## src/rtl/spi_mem_if.sv

```systemverilog
// Fabric-side request/response and SPI pin bundle for the SPI memory master.
// The master modport is the controller's view; the slave modport is the fabric/pin side.
interface spi_mem_if #(
    parameter int ADDR_W = 7,
    parameter int DATA_W = 8
);
    logic              start;
    logic              rw;
    logic [ADDR_W-1:0] addr;
    logic [DATA_W-1:0] wdata;
    logic              busy;
    logic              done;
    logic [DATA_W-1:0] rdata;
    logic              sclk;
    logic              cs;
    logic              mosi;
    logic              miso;

    modport master (
        input  start, rw, addr, wdata, miso,
        output busy, done, rdata, sclk, cs, mosi
    );

    modport slave (
        output start, rw, addr, wdata, miso,
        input  busy, done, rdata, sclk, cs, mosi
    );
endinterface

```

## src/rtl/spi_mem_master.sv

```systemverilog
// Mode-0 SPI master for single-byte read/write to the on-board SPI memory.
// Frame is {addr, rw, data} MSB first; read data is the last byte shifted in on miso.
module spi_mem_master #(
    parameter int CLK_DIV = 25,
    parameter int ADDR_W  = 7,
    parameter int DATA_W  = 8
) (
    input  logic      clk,
    input  logic      reset,
    spi_mem_if.master bus
);
    localparam int TX_W  = ADDR_W + 1 + DATA_W;
    localparam int DIV_W = $clog2(CLK_DIV);
    localparam int BC_W  = $clog2(TX_W);

    typedef enum logic [2:0] {
        IDLE,
        SETUP,
        SHIFT,
        HOLD,
        GAP
    } state_t;

    state_t            state;
    state_t            state_nx;
    logic [DIV_W-1:0]  div;
    logic              tick;
    logic [BC_W-1:0]   bitcnt;
    logic [TX_W-1:0]   tx;
    logic [DATA_W-1:0] rx;
    logic [DATA_W-1:0] rdata_q;
    logic              rw_q;
    logic              cs_q;
    logic              sclk_q;
    logic              done_q;

    assign tick = (div == DIV_W'(CLK_DIV - 1));

    // Half-period divider runs only while a transaction is in flight
    always_ff @(posedge clk or posedge reset) begin
        if (reset) begin
            div <= '0;
        end else if (state == IDLE || tick) begin
            div <= '0;
        end else begin
            div <= div + DIV_W'(1);
        end
    end

    always_ff @(posedge clk or posedge reset) begin
        if (reset) begin
            state <= IDLE;
        end else begin
            state <= state_nx;
        end
    end

    always_comb begin
        state_nx = state;
        case (state)
            IDLE:  if (bus.start) state_nx = SETUP;
            SETUP: if (tick) state_nx = SHIFT;
            SHIFT: if (tick && sclk_q && bitcnt == BC_W'(TX_W - 1)) state_nx = HOLD;
            HOLD:  if (tick) state_nx = GAP;
            GAP:   if (tick) state_nx = IDLE;
            default: state_nx = IDLE;
        endcase
    end

    // Serial datapath: rising tick samples miso, falling tick shifts tx so mosi is the MSB
    always_ff @(posedge clk or posedge reset) begin
        if (reset) begin
            cs_q    <= 1'b1;
            sclk_q  <= 1'b0;
            done_q  <= 1'b0;
            rdata_q <= '0;
            tx      <= '0;
            rx      <= '0;
            rw_q    <= 1'b0;
            bitcnt  <= '0;
        end else begin
            done_q <= 1'b0;
            case (state)
                IDLE: begin
                    if (bus.start) begin
                        tx     <= {bus.addr, bus.rw, bus.wdata};
                        rw_q   <= bus.rw;
                        cs_q   <= 1'b0;
                        sclk_q <= 1'b0;
                        bitcnt <= '0;
                    end
                end
                SHIFT: begin
                    if (tick) begin
                        if (!sclk_q) begin
                            sclk_q <= 1'b1;
                            rx     <= {rx[DATA_W-2:0], bus.miso};
                        end else begin
                            sclk_q <= 1'b0;
                            tx     <= {tx[TX_W-2:0], 1'b0};
                            bitcnt <= bitcnt + BC_W'(1);
                        end
                    end
                end
                HOLD: begin
                    if (tick) begin
                        cs_q   <= 1'b1;
                        done_q <= 1'b1;
                        if (rw_q) begin
                            rdata_q <= rx;
                        end
                    end
                end
                default: ;
            endcase
        end
    end

    // tx empties to zero after the last bit, so mosi rests low outside the frame
    assign bus.mosi  = tx[TX_W-1];
    assign bus.sclk  = sclk_q;
    assign bus.cs    = cs_q;
    assign bus.done  = done_q;
    assign bus.rdata = rdata_q;
    assign bus.busy  = (state != IDLE);
endmodule

```

## src/flat_wrapper.sv

```systemverilog
// flat-port wrapper written by rule: the top's interface ports become plain ports
module spi_mem_master_flat 
#(
    parameter int CLK_DIV = 25,
    parameter int ADDR_W  = 7,
    parameter int DATA_W  = 8
)
  (clk, reset, bus_start, bus_rw, bus_addr, bus_wdata, bus_miso, bus_busy, bus_done, bus_rdata, bus_sclk, bus_cs, bus_mosi);
  spi_mem_if #(.ADDR_W(ADDR_W), .DATA_W(DATA_W)) bus_i ();
  input  logic clk;
  input  logic reset;
  input wire logic [$bits(bus_i.start)-1:0] bus_start;
  input wire logic [$bits(bus_i.rw)-1:0] bus_rw;
  input wire logic [$bits(bus_i.addr)-1:0] bus_addr;
  input wire logic [$bits(bus_i.wdata)-1:0] bus_wdata;
  input wire logic [$bits(bus_i.miso)-1:0] bus_miso;
  output wire logic [$bits(bus_i.busy)-1:0] bus_busy;
  output wire logic [$bits(bus_i.done)-1:0] bus_done;
  output wire logic [$bits(bus_i.rdata)-1:0] bus_rdata;
  output wire logic [$bits(bus_i.sclk)-1:0] bus_sclk;
  output wire logic [$bits(bus_i.cs)-1:0] bus_cs;
  output wire logic [$bits(bus_i.mosi)-1:0] bus_mosi;
  assign bus_i.start = bus_start;
  assign bus_i.rw = bus_rw;
  assign bus_i.addr = bus_addr;
  assign bus_i.wdata = bus_wdata;
  assign bus_i.miso = bus_miso;
  assign bus_busy = bus_i.busy;
  assign bus_done = bus_i.done;
  assign bus_rdata = bus_i.rdata;
  assign bus_sclk = bus_i.sclk;
  assign bus_cs = bus_i.cs;
  assign bus_mosi = bus_i.mosi;
  spi_mem_master #(.CLK_DIV(CLK_DIV), .ADDR_W(ADDR_W), .DATA_W(DATA_W)) u_core (.clk(clk), .reset(reset), .bus(bus_i));
endmodule
```

## config.mk

```make
export PLATFORM = sky130hd
export DESIGN_NAME = spi_mem_master_flat
export DESIGN_NICKNAME = d
export VERILOG_FILES = /design/src/rtl/spi_mem_if.sv /design/src/rtl/spi_mem_master.sv /design/src/flat_wrapper.sv
export SDC_FILE = /design/constraint.sdc
export NUM_CORES = 1
export LEC_CHECK = 0
export BUFFER_PORTS_ARGS = -buffer_cell sky130_fd_sc_hd__buf_2
export CAP_MARGIN = 40
export CORE_MARGIN = 3
export CORE_UTILIZATION = 37
export DETAILED_ROUTE_END_ITERATION = 8
export GPL_ROUTABILITY_DRIVEN = 0
export PLACE_DENSITY = 0.67
export REMOVE_ABC_BUFFERS = 1
export SYNTH_ARGS = -nofsm -noshare
export SYNTH_HDL_FRONTEND = slang
export SYNTH_SLANG_ARGS = --single-unit
```

## constraint.sdc

```tcl
create_clock -name clk -period 5.27 [get_ports clk]
set_input_delay 1.054 -clock clk [delete_from_list [all_inputs] [get_ports clk]]
set_output_delay 1.054 -clock clk [all_outputs]
set_load 0.005 [all_outputs]
```

==> impl_metrics.sql, run 1 <==
INSERT INTO impl_metrics (metric_group, metric, value, unit) VALUES
('yosys', 'share_of_synthesized_area_spent_on_multiplexers', '8.88', '%'),
('critical_path', 'timing.critical_path.fanout_max', '11', ''),
('layout', 'syn2layout_area_growth', '13.2', '%'),
('route', 'drt_first_pass_iters', '3', ''),
('die', 'height_of_the_chip', '82.1', 'um'),
('sta', 'setup_slack', '2.81', 'ns'),
('route', 'wirelength', '3850', 'um'),
('placed_design', 'place.port_buffers', '32', ''),
('job', 'max_cap_violations', '0', ''),
('sta', 'clock_skews', '0.00802', 'ns'),
('layout', 'num_antenna_cells', '0', ''),
('die', 'core-area', '0.00554', 'mm^2'),
('clock_tree', 'tritoncts_clock_tree', 'done', ''),
('run_status', 'status', 'completed', ''),
('worst_hold_path', 'hold_path_class', 'register to register', ''),
('yosys', 'netlist_area', '0.00214', 'mm^2'),
('layout', 'final_nets', '224', ''),
('placed_design', 'place_inst', '266', ''),
('critical_path', 'end_kind', 'output pin', ''),
('grt', 'groute.layer.met1.usage', '16.7', '%'),
('route', 'drt-vias-per-instance', '5.16', ''),
('placed_design', 'place_ws', '2.87', 'ns'),
('critical_path', 'critical_path_source_type', 'register', ''),
('critical_path', 'rr_worst_depth', '6', ''),
('clock_tree', 'cts_setup_buffers', '0', ''),
('yosys', 'main_combinational_cell_family_by_area_after_synthesis', 'compound AO/OA/AOI/OAI gates', ''),
('power_and_ir_drop', 'ir_drop', '154', 'uV'),
('yosys', 'ys_ff_latch', '48', ''),
('critical_path', 'rr_endpoint', 'u_core.bus.rdata[3]', ''),
('sta', 'slew_headroom', '68.0', '%'),
('critical_path', 'cp_data_required_time', '4.22', 'ns'),
('critical_path', 'setup.reg_to_reg.worst_slack', '3.15', 'ns'),
('route', 'drt_iter0_drc', '83', ''),
('die', 'floorplan.initialDensity', '38.7', '%'),
('critical_path', 'timing.critical_path.slowest_cell_delay', '0.52', 'ns'),
('sta', 'actual_slew_at_the_worst_max_slew_pin', '0.479', 'ns'),
('grt', 'grt.total_usage', '12.8', '%'),
('layout', 'fin_util', '43.8', '%'),
('grt', 'pin_count_of_the_biggest_net_entering_global_routing', '27', ''),
('layout', 'post_route_cells_drive_above_1_share', '34.2', '%'),
('sta', 'achievable-frequency', '407', 'MHz'),
('route', 'number_of_design_rule_violations_left_after_detail_routing', '0', ''),
('clock_tree', 'clock_sink_count', '48', ''),
('placed_design', 'detailed_place_hpwl', '2550', 'um'),
('yosys', 'avgSynthCellArea', '12.6', 'um^2'),
('clock_tree', 'cts_hold_buf', '0', ''),
('yosys', 'post_synth_and_or_nand_nor_area_fraction', '10.4', '%'),
('yosys', 'postSynth.topFlopCell', 'dfrtp_1', ''),
('yosys', 'synth-seq-area-share', '56.1', '%'),
('sta', 'min_period', '2.46', 'ns'),
('worst_hold_path', 'hp_start', 'u_core.div[0]', ''),
('critical_path', 'critical_path.endpoint', 'bus_busy', ''),
('critical_path', 'r2r-start', 'u_core.div[0]', ''),
('sta', 'unrepaired_setup_endpoints_after_global_routing', 'false', ''),
('die', 'io-pin-count', '33', ''),
('yosys', 'post_synth_fa_ha_maj_area_fraction', '1.75', '%'),
('clock_tree', 'clk_root_buffer_cell', 'clkbuf_8', ''),
('sta', 'setup-violations-final', '0', ''),
('clock_tree', 'cts_buffers', '5', ''),
('clock_tree', 'cts.htree.levels', '2', ''),
('power_and_ir_drop', 'power_leakage', '0.00108', 'uW'),
('yosys', 'synth-edff-count', '0', ''),
('yosys', 'synth_cell_type_count', '42', ''),
('critical_path', 'crit_arrival', '1.41', 'ns'),
('sta', 'final_clock_period_utilization_by_the_worst_path', '46.7', '%'),
('clock_tree', 'clk_path_buf_depth', '2', ''),
('grt', 'grt_util_met3', '3.95', '%'),
('critical_path', 'timing.critical_path.cells', 'or3_1, buf_2', ''),
('grt', 'globalRoute.busiestLayer', 'met2', ''),
('die', 'dieArea', '0.00674', 'mm^2'),
('power_and_ir_drop', 'power-per-cell-area', '255', 'mW/mm^2');
## cell families (layout without fill, tap and decap cells)
kind of cell             Yosys count  count (layout)
AO/OA/AOI/OAI                     46              46
adder cells (fa/ha/maj)            3               3
buffers and inverters             13              45
XOR/XNOR                           4               4
AND/OR/NAND/NOR                   39              39
flip-flops                        48              48
multiplexers                      17              17
## worst min path at each step
stage                    endpoint  slack [ns]  cells past startpoint
floorplan           u_core.div[0]        0.45                      1
global placement    u_core.div[0]        0.47                      1
detailed placement  u_core.div[0]        0.48                      1
CTS                 u_core.div[0]        0.49                      1
global route         u_core.tx[0]        0.51                      1
finish              u_core.div[0]        0.49                      1
## cell usage after synthesis (2+ instances only)
master      n  share of area [%]
clkbuf_8    3                1.9
a2bb2oi_1  14                5.7
and3_1      2               0.58
a32o_1      2               0.93
nand2_1     9                1.6
buf_2       2               0.47
ha_1        3                1.8
inv_1       3               0.53
nor2_1      9                1.6
o21ai_0     8                1.9
xor2_1      3                1.2
dfrtp_1    47                 55
buf_6       3                1.6
nand3_1     5                1.2
o22ai_1    15                4.4
mux2_2     16                8.4
## stage by stage
stage	total power, uW	instance area (um^2)	hold WS, ns
floorplan	382	2050	0.454
global placement	392	2310	0.475
detailed placement	394	2330	0.477
CTS	627	2420	0.495
global route	644	2420	0.515
finish	619	2420	0.494
## final cells by class
cell class | count | area, um^2
fillers | 545 | 3120
flip-flops and latches | 48 | 1200
multi-input cells | 109 | 836
repair buffers | 34 | 188
well taps | 72 | 90.1
clock buffers | 6 | 82.6
clock inverters | 2 | 15.0
inverters | 3 | 11.3
## sequential cells by signal, summed over array words and instances (netlist names), 3 cells and up
name              flops
u_core.bitcnt         4
u_core.bus.rdata      8
u_core.div            5
u_core.rx             8
u_core.state          3
u_core.tx            16
## critical path, delay by kind of cell (launching register included)
kind | cells | cell delay, ns
buffers and inverters | 1 | 0.15
and+or+nand+nor | 1 | 0.44
DFF | 1 | 0.52
## cells in the final DEF (no fill, tap or decap), drive strengths merged, types with 2 or more instances in the layout
cell	count
mux2	16
nand2	10
xor2	3
nand3	6
ha	3
o21ai	8
dfrtp	47
nor2	9
a2bb2oi	15
o22ai	15
clkinvlp	2
inv	3
clkbuf	6
a32o	2
buf	34
and3	3
## routing by layer
metal  up-vias  wire, um
met5         -         0
met4         0        50
met3         6       200
met2        31      1690
met1       688      1900
li1        690         -
## report_power, final
group          switching (uW)  internal [uW]  total, uW
combinational            9.75           7.18       16.9
sequential              0.230            368        369
clock                     127            106        233
(Power assumes the default switching activity.)
==> run 2, diff against run 1 <==
==> constraint.sdc (replaced) <==
create_clock -name clk -period 2.3 [get_ports clk]
set_input_delay 0.46 -clock clk [delete_from_list [all_inputs] [get_ports clk]]
set_output_delay 0.46 -clock clk [all_outputs]
set_load 0.005 [all_outputs]
==> impl_metrics.sql, run 2 (synthesis gave the netlist of run 1 again) <==
INSERT INTO impl_metrics (metric_group, metric, value, unit) VALUES
('power_and_ir_drop', 'share_comb_of_total_power', '2.7', '%'),
('die', 'core-area', '0.00554', 'mm^2'),
('grt', 'wire_length_of_the_first_global_routing_pass', '7000', 'um'),
('power_and_ir_drop', 'power_leakage', '0.00110', 'uW'),
('layout', 'largest_reg_flops', '16', ''),
('route', 'drt_iter0_drc', '58', ''),
('clock_tree', 'cts_setup_buffers', '0', ''),
('die', 'dieArea', '0.00674', 'mm^2'),
('die', 'floorplan.initialDensity', '38.7', '%'),
('route', 'routedWlPerCell', '14.1', 'um'),
('clock_tree', 'worst_skew_pair.late_latency', '0.30', 'ns'),
('critical_path', 'end_kind', 'register', ''),
('sta', 'unrepaired_setup_endpoints_after_global_routing', 'false', ''),
('critical_path', 'crit_arrival', '2.28', 'ns'),
('placed_design', 'detailed_place_hpwl', '2670', 'um'),
('clock_tree', 'cts_hold_buf', '0', ''),
('critical_path', 'cp_data_required_time', '2.50', 'ns'),
('layout', 'num_antenna_cells', '0', ''),
('layout', 'mostFrequentLayoutCell', 'dfrtp_1', ''),
('clock_tree', 'clkTransAtPathRegs', '0.09', 'ns'),
('die', 'num_rows', '27', ''),
('power_and_ir_drop', 'power.switching_fraction', '21.8', '%'),
('critical_path', 'cpMaxStageDelayCell', 'and3_1', ''),
('die', 'height_of_the_chip', '82.1', 'um'),
('placed_design', 'place_ws', '0.200', 'ns'),
('power_and_ir_drop', 'share_clk_of_total_power', '37.6', '%'),
('layout', 'regMostFlops', 'u_core.tx', ''),
('layout', 'layout.cells.non_filler', '277', ''),
('grt', 'grt.total_usage', '13.6', '%'),
('grt', 'via_count_of_the_first_global_routing_pass', '1493', ''),
('power_and_ir_drop', 'power-per-cell-area', '579', 'mW/mm^2'),
('route', 'drt_first_pass_iters', '4', ''),
('sta', 'setup-tns-final', '0', 'ns'),
('sta', 'slew_headroom', '73.3', '%'),
('sta', 'clock_skews', '0.00460', 'ns'),
('layout', 'most-common-layout-cells', '47 x dfrtp_1, 32 x buf_2, 16 x mux2_2', ''),
('clock_tree', 'clock_sink_count', '48', ''),
('clock_tree', 'tritoncts_clock_tree', 'done', ''),
('layout', 'fin_util', '44.2', '%'),
('layout', 'final_nets', '227', ''),
('grt', 'pin_count_of_the_biggest_net_entering_global_routing', '49', ''),
('critical_path', 'path_delay_family', 'simple AND/OR/NAND/NOR gates', ''),
('grt', 'globalRouteOverflowTotal', '0', ''),
('critical_path', 'timing.critical_path.fanout_max', '8', ''),
('sta', 'achievable-frequency', '479', 'MHz'),
('route', 'number_of_design_rule_violations_left_after_detail_routing', '0', ''),
('job', 'max_cap_violations', '0', ''),
('critical_path', 'worst-path-buf-inv', '1', ''),
('grt', 'met2_usage', '20.0', '%'),
('power_and_ir_drop', 'p_sw', '309', 'uW'),
('power_and_ir_drop', 'ir_drop', '314', 'uV'),
('critical_path', 'timing.critical_path.slowest_cell_delay', '0.43', 'ns'),
('critical_path', 'timing_worst_setup_path_type', 'register to register', ''),
('route', 'drt-vias-per-instance', '5.23', ''),
('route', 'wirelength', '3910', 'um'),
('sta', 'timing.final.hold_violations', '0', ''),
('layout', 'syn2layout_area_growth', '14.2', '%'),
('clock_tree', 'cts_buffers', '5', ''),
('grt', 'antenna_found_initial', '0', ''),
('sta', 'fin_max_slew_vios', '0', ''),
('route', 'ant_nets', '0', ''),
('power_and_ir_drop', 'p_int', '1110', 'uW'),
('clock_tree', 'clk_path_buf_depth', '2', ''),
('grt', 'grt_util_met3', '3.84', '%'),
('sta', 'final_clock_period_utilization_by_the_worst_path', '90.8', '%'),
('die', 'io-pin-count', '33', ''),
('sta', 'timing.hold.ws', '0.182', 'ns'),
('clock_tree', 'post_cts.resized_instances', '0', ''),
('critical_path', 'critical_path_source_type', 'register', ''),
('grt', 'globalRoute.busiestLayer', 'met2', ''),
('layout', 'post_route_cells_drive_above_1_share', '35.1', '%'),
('placed_design', 'place.port_buffers', '32', ''),
('placed_design', 'place_inst', '269', ''),
('sta', 'setup-violations-final', '0', ''),
('worst_hold_path', 'hold_path_class', 'primary input to async pin', ''),
('critical_path', 'timing.critical_path.cells', 'inv_1, ha_1, nand4b_1, nor3b_2, and3_1, mux2_2', ''),
('route', 'route.vias.total', '1449', ''),
('sta', 'setup_slack', '0.212', 'ns'),
('sta', 'actual_slew_at_the_worst_max_slew_pin', '0.400', 'ns'),
('clock_tree', 'clk_root_buffer_cell', 'clkbuf_8', ''),
('power_and_ir_drop', 'seqPwrFrac', '59.7', '%'),
('clock_tree', 'cts.htree.levels', '2', ''),
('grt', 'groute.layer.met1.usage', '18.6', '%'),
('sta', 'min_period', '2.09', 'ns'),
('die', 'die-width', '82.1', 'um'),
('run_status', 'status', 'completed', '');
-- run 2: area by class of cell --
type                       count  area [um^2]
clock buffer                   6         82.6
clock inverter                 2         13.8
fill                         539         3090
inverter                       3         11.3
multi-input combinational    109          836
sequential                    48         1200
tap                           72         90.1
timing repair buffer          37          210
-- run 2: path summary, 6_finish.rpt --
path,cells after the start,startpoint,slack [ns],endpoint
setup / recovery,6,u_core.div[0],0.21,u_core.bus.rdata[6]
min in group clk,2,bus_miso,0.39,u_core.rx[0]
setup reg to reg,6,u_core.div[0],0.21,u_core.bus.rdata[6]
max in group asynchronous,3,reset,1.86,u_core.bus.cs
hold / removal,3,reset,0.18,u_core.tx[9]
hold reg to reg,1,u_core.div[0],0.49,u_core.div[0]
-- run 2: worst reg2reg max path: stages, from the launching register on --
cell and delay, ns:
dfrtp_1 0.41, inv_1 0.07, ha_1 0.15, nand4b_1 0.22
nor3b_2 0.31, and3_1 0.43, mux2_2 0.38
-- run 2: power by group through the flow --
| stage | Clock (uW) | Sequential (uW) | Combinational (uW) |
|---|---|---|---|
| floorplan | 0 | 861 | 14.3 |
| global placement | 0 | 862 | 40.3 |
| detailed placement | 0 | 862 | 40.5 |
| CTS | 553 | 845 | 40.6 |
| global route | 591 | 845 | 44.8 |
| finish | 532 | 845 | 38.6 |
-- run 2: per-stage QoR --
| stage | power, uW | area (um^2) |
|---|---|---|
| final | 1420 | 2450 |
| after global routing | 1480 | 2450 |
| after CTS | 1440 | 2450 |
| after detailed placement | 902 | 2350 |
| after global placement | 902 | 2350 |
| after floorplan | 876 | 2050 |
-- run 2: metal layers --
layer / share of wire (%) / up-vias
li1: - / 700
met5: 0 / -
met3: 5.2 / 8
met2: 45 / 29
met1: 48 / 712
met4: 2.0 / 0
==> run 3, diff against run 2 <==
--- a/config.mk
+++ b/config.mk
@@ -10,8 +10,7 @@
 export CORE_MARGIN = 3
 export CORE_UTILIZATION = 37
 export DETAILED_ROUTE_END_ITERATION = 8
-export GPL_ROUTABILITY_DRIVEN = 0
-export PLACE_DENSITY = 0.67
+export PLACE_DENSITY_LB_ADDON = 0.2
 export REMOVE_ABC_BUFFERS = 1
 export SYNTH_ARGS = -nofsm -noshare
 export SYNTH_HDL_FRONTEND = slang
==> impl_metrics.sql, run 3 (synthesis gave the netlist of run 1 again) <==
INSERT INTO impl_metrics (metric_group, metric, value, unit) VALUES
('route', 'routedWlPerCell', '14.9', 'um'),
('sta', 'setup-tns-final', '0', 'ns'),
('layout', 'fin_util', '44.5', '%'),
('layout', 'most-common-layout-cells', '47 x dfrtp_1, 32 x buf_2, 16 x mux2_2', ''),
('placed_design', 'place.port_buffers', '32', ''),
('sta', 'unrepaired_setup_endpoints_after_global_routing', 'false', ''),
('layout', 'final_nets', '226', ''),
('sta', 'setup_slack', '0.205', 'ns'),
('clock_tree', 'cts_buffers', '5', ''),
('die', 'io-pin-count', '33', ''),
('worst_hold_path', 'hold_path_class', 'primary input to async pin', ''),
('sta', 'actual_slew_at_the_worst_max_slew_pin', '0.463', 'ns'),
('clock_tree', 'cts_setup_buffers', '0', ''),
('placed_design', 'place_ws', '0.193', 'ns'),
('sta', 'min_period', '2.10', 'ns'),
('sta', 'final_clock_period_utilization_by_the_worst_path', '91.1', '%'),
('route', 'drt_first_pass_iters', '4', ''),
('layout', 'largest_reg_flops', '16', ''),
('placed_design', 'place_inst', '268', ''),
('grt', 'wire_length_of_the_first_global_routing_pass', '6790', 'um'),
('critical_path', 'timing.critical_path.cells', 'inv_1, ha_1, nand4b_1, nor3b_2, and3_1, mux2_2', ''),
('sta', 'fin_max_slew_vios', '0', ''),
('sta', 'timing.final.hold_violations', '0', ''),
('layout', 'num_antenna_cells', '0', ''),
('sta', 'achievable-frequency', '477', 'MHz'),
('critical_path', 'cpMaxStageDelayCell', 'dfrtp_1', ''),
('clock_tree', 'tritoncts_clock_tree', 'done', ''),
('run_status', 'status', 'completed', ''),
('die', 'height_of_the_chip', '82.1', 'um'),
('power_and_ir_drop', 'power-per-cell-area', '649', 'mW/mm^2'),
('critical_path', 'path_delay_family', 'simple AND/OR/NAND/NOR gates', ''),
('route', 'wirelength', '4120', 'um'),
('critical_path', 'timing.critical_path.fanout_max', '8', ''),
('clock_tree', 'clk_path_buf_depth', '2', ''),
('die', 'num_rows', '27', ''),
('placed_design', 'globalplace.congestion', '0.778', ''),
('route', 'ant_nets', '0', ''),
('clock_tree', 'clock_sink_count', '48', ''),
('grt', 'globalRouteOverflowTotal', '0', ''),
('sta', 'slew_headroom', '69.1', '%'),
('power_and_ir_drop', 'power_leakage', '0.00111', 'uW'),
('sta', 'setup-violations-final', '0', ''),
('layout', 'syn2layout_area_growth', '15.2', '%'),
('route', 'drt-vias-per-instance', '5.30', ''),
('sta', 'clock_skews', '0.00675', 'ns'),
('layout', 'regMostFlops', 'u_core.tx', ''),
('layout', 'mostFrequentLayoutCell', 'dfrtp_1', ''),
('layout', 'post_route_cells_drive_above_1_share', '34.8', '%'),
('die', 'floorplan.initialDensity', '38.7', '%'),
('route', 'drt_iter0_drc', '65', ''),
('clock_tree', 'post_cts.resized_instances', '0', ''),
('grt', 'grt.total_usage', '13.3', '%'),
('clock_tree', 'worst_skew_pair.late_latency', '0.29', 'ns'),
('layout', 'layout.cells.non_filler', '276', ''),
('critical_path', 'crit_arrival', '2.28', 'ns'),
('power_and_ir_drop', 'ir_drop', '334', 'uV'),
('critical_path', 'end_kind', 'register', ''),
('critical_path', 'timing.critical_path.slowest_cell_delay', '0.42', 'ns'),
('clock_tree', 'cts_hold_buf', '0', ''),
('critical_path', 'r2r-start', 'u_core.div[0]', ''),
('critical_path', 'worst-path-buf-inv', '1', ''),
('placed_design', 'detailed_place_hpwl', '2870', 'um'),
('grt', 'via_count_of_the_first_global_routing_pass', '1432', ''),
('job', 'max_cap_violations', '0', ''),
('clock_tree', 'cts.htree.levels', '2', ''),
('die', 'die-width', '82.1', 'um'),
('grt', 'antenna_found_initial', '0', ''),
('clock_tree', 'clkTransAtPathRegs', '0.09', 'ns'),
('clock_tree', 'clk_root_buffer_cell', 'clkbuf_8', ''),
('grt', 'pin_count_of_the_biggest_net_entering_global_routing', '24', ''),
('die', 'core-area', '0.00554', 'mm^2'),
('route', 'route.vias.total', '1463', ''),
('critical_path', 'critical_path_source_type', 'register', ''),
('die', 'dieArea', '0.00674', 'mm^2'),
('critical_path', 'crit_path_start', 'u_core.div[0]', ''),
('route', 'number_of_design_rule_violations_left_after_detail_routing', '0', ''),
('critical_path', 'timing_worst_setup_path_type', 'register to register', ''),
('critical_path', 'cp_data_required_time', '2.49', 'ns');
==> run 3: changes by cell type in the layout (fill, tap and decap cells not counted), sizes merged <==
| cell | change |
|---|---|
| bufinv | +2 |
| buf | -1 |
| clkbuf | -1 |
| clkinv | -1 |
==> run 3: layer usage <==
layer,wire length [um],global-route usage [%],part of all wire (%),up-vias
li1,-,-,-,702
met1,1850,17.1,45,719
met2,2010,21.3,49,38
met3,227,3.73,5.5,4
met4,31,4.82,0.75,0
met5,0,0,0,-
==> run 3: area by class of cell <==
type | count | area, um^2
tap | 72 | 90.1
clock buffer | 5 | 68.8
multi-input combinational | 109 | 836
fill | 517 | 3070
clock inverter | 3 | 68.8
inverter | 3 | 11.3
timing repair buffer | 36 | 190
sequential | 48 | 1200
==> run 3: worst paths after layout <==
check | endpoint | slack (ns) | cells after the start
worst max-delay path | u_core.bus.rdata[7] | 0.20 | 6
worst min-delay path | u_core.bus.rdata[6] | 0.16 | 2
worst max register to register | u_core.bus.rdata[7] | 0.20 | 6
worst min register to register | u_core.bus.cs | 0.50 | 2
max in group asynchronous | u_core.bus.cs | 1.50 | 3
min in group clk | u_core.rx[0] | 0.39 | 2
==> run 3: through the flow <==
stage | cell area (um^2) | power (uW) | hold WS, ns
3_5_place_dp | 2330 | 900 | 0.485
2_1_floorplan | 2050 | 876 | 0.454
3_3_place_gp | 2330 | 899 | 0.465
5_1_grt | 2470 | 1670 | 0.186
6_report | 2470 | 1600 | 0.164
4_1_cts | 2470 | 1620 | 0.168
==> run 3: report_power, final <==
group	switching, uW	internal (uW)	leakage, uW
sequential	0.735	844	0.000563
clock	281	437	0.0000687
combinational	21.9	15.3	0.000479
total	304	1300	0.00111
